[src/rtl/ctrl_pkg.sv]
// Shared encodings and pipeline-register layouts for the pipelined ARM control unit.
package ctrl_pkg;

  typedef enum logic [1:0] {
    OP_DP   = 2'b00,
    OP_MEM  = 2'b01,
    OP_BR   = 2'b10,
    OP_NONE = 2'b11
  } op_e;

  typedef enum logic [1:0] {
    ALU_ADD = 2'b00,
    ALU_SUB = 2'b01,
    ALU_AND = 2'b10,
    ALU_ORR = 2'b11
  } alu_ctrl_e;

  typedef enum logic [3:0] {
    CMD_AND = 4'b0000,
    CMD_SUB = 4'b0010,
    CMD_ADD = 4'b0100,
    CMD_CMP = 4'b1010,
    CMD_ORR = 4'b1100
  } cmd_e;

  typedef enum logic [3:0] {
    COND_EQ, COND_NE, COND_CS, COND_CC, COND_MI, COND_PL, COND_VS, COND_VC,
    COND_HI, COND_LS, COND_GE, COND_LT, COND_GT, COND_LE, COND_AL, COND_NV
  } cond_e;

  // Execute-stage control word; an all-zero value is a harmless bubble.
  typedef struct packed {
    logic      pcsrc;
    logic      regwrite;
    logic      memwrite;
    logic      memtoreg;
    logic      branch;
    logic      alusrc;
    alu_ctrl_e alu_ctrl;
    logic [1:0] flagw;
    cond_e     cond;
  } ctrl_e_t;

  typedef struct packed {
    logic regwrite;
    logic memwrite;
    logic memtoreg;
    logic pcsrc;
  } ctrl_m_t;

  typedef struct packed {
    logic regwrite;
    logic memtoreg;
    logic pcsrc;
  } ctrl_w_t;

endpackage

[src/rtl/cond_check.sv]
// Combinational ARM condition-field evaluation against the NZCV flags.
module cond_check
  import ctrl_pkg::*;
(
  input  logic [3:0] cond,
  input  logic [3:0] flags,
  output logic       CondEx
);

  logic n, z, c, v;
  assign {n, z, c, v} = flags;

  always_comb begin
    // NOTE: default first so every path assigns CondEx and no latch is inferred.
    CondEx = 1'b0;
    unique case (cond_e'(cond))
      COND_EQ: CondEx = z;
      COND_NE: CondEx = ~z;
      COND_CS: CondEx = c;
      COND_CC: CondEx = ~c;
      COND_MI: CondEx = n;
      COND_PL: CondEx = ~n;
      COND_VS: CondEx = v;
      COND_VC: CondEx = ~v;
      COND_HI: CondEx = c & ~z;
      COND_LS: CondEx = ~c | z;
      COND_GE: CondEx = (n == v);
      COND_LT: CondEx = (n != v);
      COND_GT: CondEx = ~z & (n == v);
      COND_LE: CondEx = z | (n != v);
      COND_AL: CondEx = 1'b1;
      COND_NV: CondEx = 1'b0;
    endcase
  end

endmodule

[src/rtl/pipeline_controller.sv]
// Decode/Execute/Memory/Writeback control pipeline with NZCV flags.
// Optional CTRL_CMP_EN adds CMP (cmd 1010) support.
module pipeline_controller
  import ctrl_pkg::*;
(
  input  logic        clk,
  input  logic        reset,
  input  logic [19:0] InstrD,
  input  logic [3:0]  ALUFlagsE,
  input  logic        FlushE,
  output logic [1:0]  RegSrcD,
  output logic [1:0]  ImmSrcD,
  output logic        ALUSrcE,
  output logic [1:0]  ALUControlE,
  output logic        BranchTakenE,
  output logic        MemtoRegE,
  output logic        RegWriteM,
  output logic        MemWriteM,
  output logic        RegWriteW,
  output logic        MemtoRegW,
  output logic        PCSrcW,
  output logic        PCWrPendingF
);

  // InstrD holds instruction bits [31:12].
  op_e        op;
  logic [5:0] funct;
  logic [3:0] rd;
  logic       unused_rn;

  assign op        = op_e'(InstrD[15:14]);
  assign funct     = InstrD[13:8];
  assign rd        = InstrD[3:0];
  assign unused_rn = ^InstrD[7:4];

  ctrl_e_t    ctrl_d, ctrl_e_d, ctrl_e_q;
  ctrl_m_t    ctrl_m_d, ctrl_m_q;
  ctrl_w_t    ctrl_w_d, ctrl_w_q;
  logic [3:0] flags_d, flags_q;
  logic       cond_ex;

  always_comb begin
    RegSrcD     = 2'b00;
    ImmSrcD     = 2'b00;
    ctrl_d      = '0;
    ctrl_d.cond = cond_e'(InstrD[19:16]);
    unique case (op)
      OP_DP: begin
        ctrl_d.alusrc   = funct[5];
        ctrl_d.regwrite = 1'b1;
        case (cmd_e'(funct[4:1]))
          CMD_ADD: begin ctrl_d.alu_ctrl = ALU_ADD; ctrl_d.flagw = {2{funct[0]}}; end
          CMD_SUB: begin ctrl_d.alu_ctrl = ALU_SUB; ctrl_d.flagw = {2{funct[0]}}; end
          CMD_AND: begin ctrl_d.alu_ctrl = ALU_AND; ctrl_d.flagw = {funct[0], 1'b0}; end
          CMD_ORR: begin ctrl_d.alu_ctrl = ALU_ORR; ctrl_d.flagw = {funct[0], 1'b0}; end
`ifdef CTRL_CMP_EN
          CMD_CMP: begin
            ctrl_d.alu_ctrl = ALU_SUB;
            ctrl_d.regwrite = 1'b0;
            ctrl_d.flagw    = {2{funct[0]}};
          end
`endif
          default: ctrl_d.regwrite = 1'b0;
        endcase
      end
      OP_MEM: begin
        ImmSrcD       = 2'b01;
        ctrl_d.alusrc = 1'b1;
        if (funct[0]) begin
          ctrl_d.memtoreg = 1'b1;
          ctrl_d.regwrite = 1'b1;
        end else begin
          RegSrcD         = 2'b10;
          ctrl_d.memwrite = 1'b1;
        end
      end
      OP_BR: begin
        RegSrcD       = 2'b01;
        ImmSrcD       = 2'b10;
        ctrl_d.alusrc = 1'b1;
        ctrl_d.branch = 1'b1;
      end
      default: ;
    endcase
    ctrl_d.pcsrc = ((rd == 4'd15) && ctrl_d.regwrite) || ctrl_d.branch;
  end

  cond_check u_cond_check (
    .cond   (ctrl_e_q.cond),
    .flags  (flags_q),
    .CondEx (cond_ex)
  );

  always_comb begin
    ctrl_e_d = FlushE ? ctrl_e_t'('0) : ctrl_d;

    ctrl_m_d.regwrite = ctrl_e_q.regwrite & cond_ex;
    ctrl_m_d.memwrite = ctrl_e_q.memwrite & cond_ex;
    ctrl_m_d.memtoreg = ctrl_e_q.memtoreg;
    ctrl_m_d.pcsrc    = ctrl_e_q.pcsrc & cond_ex;

    ctrl_w_d.regwrite = ctrl_m_q.regwrite;
    ctrl_w_d.memtoreg = ctrl_m_q.memtoreg;
    ctrl_w_d.pcsrc    = ctrl_m_q.pcsrc;

    // N,Z and C,V have independent write enables so logical ops keep carry/overflow.
    flags_d[3:2] = (ctrl_e_q.flagw[1] & cond_ex) ? ALUFlagsE[3:2] : flags_q[3:2];
    flags_d[1:0] = (ctrl_e_q.flagw[0] & cond_ex) ? ALUFlagsE[1:0] : flags_q[1:0];
  end

  always_ff @(posedge clk or negedge reset) begin
    if (!reset) begin
      ctrl_e_q <= '0;
      ctrl_m_q <= '0;
      ctrl_w_q <= '0;
      flags_q  <= '0;
    end else begin
      // NOTE: non-blocking so every stage samples the previous stage's old value.
      ctrl_e_q <= ctrl_e_d;
      ctrl_m_q <= ctrl_m_d;
      ctrl_w_q <= ctrl_w_d;
      flags_q  <= flags_d;
    end
  end

  assign ALUSrcE      = ctrl_e_q.alusrc;
  assign ALUControlE  = ctrl_e_q.alu_ctrl;
  assign BranchTakenE = ctrl_e_q.branch & cond_ex;
  assign MemtoRegE    = ctrl_e_q.memtoreg;
  assign RegWriteM    = ctrl_m_q.regwrite;
  assign MemWriteM    = ctrl_m_q.memwrite;
  assign RegWriteW    = ctrl_w_q.regwrite;
  assign MemtoRegW    = ctrl_w_q.memtoreg;
  assign PCSrcW       = ctrl_w_q.pcsrc;
  assign PCWrPendingF = ctrl_d.pcsrc | ctrl_e_q.pcsrc | ctrl_m_q.pcsrc;

endmodule

[config.mk]
export PLATFORM = sky130hd
export DESIGN_NAME = pipeline_controller
export DESIGN_NICKNAME = d
export VERILOG_FILES = /design/src/rtl/ctrl_pkg.sv /design/src/rtl/cond_check.sv /design/src/rtl/pipeline_controller.sv
export SDC_FILE = /design/constraint.sdc
export NUM_CORES = 1
export LEC_CHECK = 0
export ABC_AREA = 1
export ABC_CLOCK_PERIOD_IN_PS = 1750
export BUFFER_PORTS_ARGS = -buffer_cell sky130_fd_sc_hd__buf_4
export CORE_ASPECT_RATIO = 2
export CORE_MARGIN = 8
export CORE_UTILIZATION = 43
export DETAILED_ROUTE_END_ITERATION = 6
export GPL_TIMING_DRIVEN = 0
export MAX_ROUTING_LAYER = met4
export PLACE_DENSITY = 0.7
export SLEW_MARGIN = 20
export SYNTH_ARGS = -nofsm -noshare
export SYNTH_HDL_FRONTEND = slang
export SYNTH_SLANG_ARGS = --single-unit
export TNS_END_PERCENT = 5
[constraint.sdc]
create_clock -name clk -period 1.75 [get_ports clk]
set_clock_uncertainty 0.15 [all_clocks]
set_input_delay 0.2625 -clock clk [delete_from_list [all_inputs] [get_ports clk]]
set_output_delay 0.2625 -clock clk [all_outputs]
set_load 0.005 [all_outputs]
[Word-level counts from Yosys, hierarchy flattened]
Index checks and enable logic that the tools add are counted.
Storage, ports and cells
  input port bits: 27
  word-level logic and storage cells: 78
  output and inout bits: 15
  register bits: 25
Operators by class
  reductions and logical operators: 7
  multiplexer cells: 14
  bitwise logic cells: 16
  equal/unequal tests: 23
Operators by type and width (number)
  $eq 4x4->1 const B: 10
  $eq 4x3->1 const B: 5
  $pmux 1 s16: 1
  $pmux 4 s4: 1
  $mux 14: 1
  $eq 4x2->1 const B: 3
  $and 1x1->1: 8
  $logic_not 4->1: 2
  $pmux 2 s2: 2
  $eq 4x1->1 const B: 1
  $mux 1: 4
  $mux 2: 2
  $mux 4: 1
  $not 1->1: 4
  $or 1x1->1: 4
  $pmux 1 s2: 2
  $reduce_or 4->1: 1
  $eq 2x1->1 const B: 1
  $eq 2x2->1 const B: 1
  $logic_not 2->1: 1
  $reduce_or 2->1: 1
  $eq 1x1->1: 1
  $logic_and 1x1->1: 1
  $logic_or 1x1->1: 1
  $ne 1x1->1: 1

[Longest topological paths before layout]
  depth in word-level cells: 8
  mapped depth: 12
  mapped depth without buffers: 12

[By module]
A second synthesis with hierarchy kept.
Unflattened totals
  cell total of the unflattened synthesis: 143
  area, all modules: 1217.4 um^2
By module, submodules not included
  pipeline_controller: times used 1, seq. area each 625.6 um^2, cells each 98, area each 1012.2 um^2
  cond_check: times used 1, seq. area each 0.0 um^2, cells each 45, area each 205.2 um^2

[Worst setup path before layout]
Ideal clock, no wire load.
  path type: flip-flop to output port
  start: reg ctrl_e_q[1] (netlist name)
  end: out BranchTakenE
  cell stages (with the launch flop): 10
  arrival time: 1.217 ns
  setup slack: 0.121 ns
  path buffers: 0
  cell sequence: dfrtp_1 nor3_1 nand2_1 nand2_1 nand2_1 nand3_1 nand2_2 nand2_4 nand2_2 nor2_1
Between the ends
  cells in the longest elaborated chain, start to end: 3
  elaborated cells on any way between the ends: 18
Ends and longest elaborated chain
  from (decl): line pipeline_controller.sv:36  | ctrl_e_t ctrl_d, ctrl_e_d, ctrl_e_q;
  from (signal assigned): line pipeline_controller.sv:119  | ctrl_e_q <= ctrl_e_d;
  $eq 4x4->1 (tied with other cells): line cond_check.sv:16  | unique case (cond_e'(cond))
  $pmux 1 s16 (*): line cond_check.sv:16
  $and 1x1->1 (*): line pipeline_controller.sv:128  | assign BranchTakenE = ctrl_e_q.branch & cond_ex;
  to (decl): line pipeline_controller.sv:15  | output logic BranchTakenE,
Every way passes the cells marked *; elsewhere a longest branch is shown, timed or not.

[Final worst setup path]
Ends and elaborated chain as after synthesis.

==> metrics.log <==
[metrics] vias: approximately 1100
[metrics] standard cell area after detailed placement: 1530 sq um
[metrics] power density over cell area: 774 nW/um^2
[metrics] # port buffers: 36
[metrics] DP Wirelength: 2.29 mm
[metrics] first drt pass iteration count: 4
[metrics] number of antenna violations at the first check in global routing: 0
[metrics] mean post-synth cell area: 8.26 sq um
[metrics] Die X: 53.7 microns
[metrics] sequence of cells on the critical path: nor3_4 -> nand2_1 -> nand2_1 -> nand2_1 -> nand3_1 -> nand2_2 -> nand2_4 -> nand2_4 -> nor2_1 -> buf_4
[metrics] number of nets still failing antenna checks after routing: 0
[metrics] worst min-delay path category: input pin to register
[metrics] post-route core utilization: 60.6%
[metrics] Final Worst Setup Slack: -0.304 ns
[metrics] cell chosen for the clock root: clkbuf_8
[metrics] clock latency of the later-clocked register in the worst-skew pair: 0.27 ns
[metrics] Setup-failing EPs final: 1
[metrics] Slew Viols, Final: 0
[metrics] run status: finished with violations
[metrics] Clk pin slew, worst setup/hold paths: 0.08 ns
[metrics] standard-cell row count: 27
[metrics] final weighted congestion in routability-driven placement: 0.824
[metrics] unrepaired setup endpoints after global routing: true
[metrics] part of the cycle the worst path needs: 117%
[metrics] number of top-level design ports: 42
[metrics] area of the mapped netlist: 1220 sq um
[metrics] Vias per Instance: 4.91
[metrics] most frequent cells in the layout: buf_4, nand2_1, dfrtp_1, nor2_1, inv_1
[metrics] Detailed Route Iter0 Violations: 14
[metrics] summed negative setup slack over all endpoints: -0.304 ns
[metrics] post-route standard cell area excluding fillers: 1660 sq um
[metrics] Sequential cell area: 628 sq um
[metrics] worst-case headroom to the max-slew limit: 71.9%
[metrics] Worst setup EP type: output port
[metrics] Critical Path AT: 1.64 ns
[metrics] transition time of the tightest slew-check pin: 0.421 ns
[metrics] most frequent standard cell in the layout excluding fill and tap cells: buf_4
[metrics] pre-CTS worst setup slack: -0.149 ns
[metrics] global route total overflow: 0
[metrics] number of max-cap violations: 0
[metrics] pin count of the biggest net entering global routing: 26
[metrics] required time reported for the critical path endpoint: 1.34 ns
[metrics] global routing usage summed across all routing layers: around an eighth
[metrics] most used cell, CP: nand2_1
[metrics] failing checks: setup timing
[metrics] Clock H-tree levels: 1
[metrics] Layout area overhead: 35.6%
[metrics] Core Region: 2740 sq um
[metrics] DRC errors left: 0
[metrics] area occupied by multi-input gates: roughly 530 sq um
[metrics] first-pass GRT wire length: roughly 4.7 mm
[metrics] leakage component of the power: 0.896 nW
[metrics] average detailed-routed wire length per instance: between 10 and 15 microns
[metrics] Worst Setup Path Type: register to output port
[metrics] final hold slack: 0.0456 ns
[metrics] hold violation count in the final report: 0
[metrics] start point of the critical path: ctrl_e_q[1]$_DFF_PN0_
[metrics] fillers: 240
[metrics] post-layout minimum cycle time: between 2 and 2.5 ns
[metrics] launch instance of the worst register-to-register path: ctrl_e_q[1]$_DFF_PN0_
[metrics] die extent in y: 91.4 microns
[metrics] Seq/Total Area, Yosys: 51.2%
[metrics] DIE AREA: slightly below 5000 sq um
[metrics] slowest stage delay, CP: 0.48 ns
[metrics] Setup crit start kind: register
[metrics] largest buffer count on any clock path: 2
[metrics] number of nets in the synthesized netlist: 180
[metrics] TritonCTS clock tree: yes
[metrics] initial core utilization: approximately 45%
[metrics] count of nets after finishing: 226
[metrics] clock net sink count: 25
[metrics] CP max stage cell: dfrtp_2
[metrics] Yosys warning total: 0
[metrics] share of post-route cells with drive strength above 1: 32.6%
[metrics] worst IR drop on VDD: 0.622 mV
[metrics] highest clock frequency the design can meet: 487 MHz
[metrics] number of different library cells in the post-synthesis netlist: 22
[metrics] maximum fanout along the worst path: 8
[metrics] Antenna diodes: 0
[metrics] via count of the first global-routing pass: 1115
[metrics] startpoint of the worst hold path: InstrD[17]
[metrics] CTS Buf Count: 3
[metrics] final routed wirelength across all metal layers: 2.75 mm
[metrics] register bit count reported by yosys: 25
[metrics] cell count after synthesis: 148
[cell families (layout without fill, tap and decap cells)]
| family | after synthesis | in the layout | synth area share, % |
|---|---|---|---|
| AND/OR/NAND/NOR | 83 | 83 | 30.9 |
| adder cells (fa/ha/maj) | 5 | 5 | 5.12 |
| AO/OA/AOI/OAI | 9 | 9 | 3.89 |
| flip-flops | 25 | 25 | 51.2 |
| buffers and inverters | 26 | 71 | 8.90 |
[cell type report]
class	instances	share of cell area, %
Multi-Input combinational cell	97	31.8
Buffer	4	1.58
Clock buffer	4	2.72
Sequential cell	25	37.9
Inverter	22	4.98
Timing Repair Buffer	41	18.9
Tap cell	29	2.19
[layer usage]
layer / wire length, microns / GRT usage (%) / part of all wire [%] / up-vias
met5: 0 / - / 0 / -
met4: 78 / 7.63 / 2.8 / 0
met3: 128 / 2.29 / 4.7 / 5
met2: 1620 / 23.0 / 59 / 29
met1: 922 / 11.4 / 34 / 507
li1: - / - / - / 548
[power breakdown]
part | total, mW | internal, mW | switching [mW]
Clock | 0.329 | 0.163 | 0.166
Sequential | 0.650 | 0.615 | 0.0357
Combinational | 0.304 | 0.142 | 0.163
[critical path: cells and delay by family (launching register included)]
kind                   cells  cell delay [ns]
buffers and inverters      1             0.12
flip-flops                 1             0.48
AND/OR/NAND/NOR            9             0.76
[through the flow]
stage	total power, mW	instances
after floorplan	0.812	148
after global placement	0.915	213
after detailed placement	0.929	213
after CTS	1.29	222
after global routing	1.37	222
final	1.28	222
[final timing paths]
| check | cells after the start | slack (ns) | to |
|---|---|---|---|
| worst max-delay path | 10 | -0.30 | BranchTakenE |
| worst min-delay path | 3 | 0.05 | ctrl_e_q[1]$_DFF_PN0_ |
| worst max register to register | 11 | 0.08 | flags_q[3]$_DFFE_PN0P_ |
| worst min register to register | 0 | 0.21 | MemtoRegW$_DFF_PN0_ |
| max in group asynchronous | 2 | 0.90 | ctrl_e_q[0]$_DFF_PN0_ |
| min in group asynchronous | 2 | 0.30 | ctrl_m_q[1]$_DFF_PN0_ |
[what timing repair did]
| action | in CTS | in global routing |
|---|---|---|
| endpoints found under the setup margin | 2 | 6 |
| endpoints found under the hold margin | 26 | 0 |
| gates resized for setup | 6 | 8 |
| setup buffers | 3 | 0 |
| hold buffers | 2 | 0 |
| pin swaps | 2 | 6 |
[cells in the mapped netlist]
library cell | number | share of area, %
nor3_1 | 4 | 1.6
o21a_1 | 1 | 0.61
nor2_1 | 23 | 7.1
dfrtp_1 | 25 | 51
buf_4 | 3 | 1.8
o21ai_0 | 3 | 1.2
nand2_2 | 2 | 1.0
nor3b_1 | 1 | 0.61
or2_1 | 1 | 0.51
nand3_1 | 6 | 2.5
inv_1 | 20 | 6.1
nand3b_1 | 2 | 1.2
clkbuf_1 | 1 | 0.31
ha_1 | 5 | 5.1
o21ai_1 | 1 | 0.41
a21oi_1 | 4 | 1.6
nand4_1 | 5 | 2.6
nor2_2 | 1 | 0.51
nand2_1 | 35 | 11
nand3_2 | 2 | 1.6
nand2_4 | 1 | 0.92
inv_2 | 2 | 0.61
[registers in the layout (all words and copies together) (netlist names)]
name and cells:
MemtoRegE 1, MemtoRegW 1, RegWriteW 1, ctrl_m_q 2, ALUControlE 2, RegWriteM 1
PCSrcW 1, ALUSrcE 1, flags_q 4, ctrl_e_q 10, MemWriteM 1
Power figures use the tool's default switching activity.
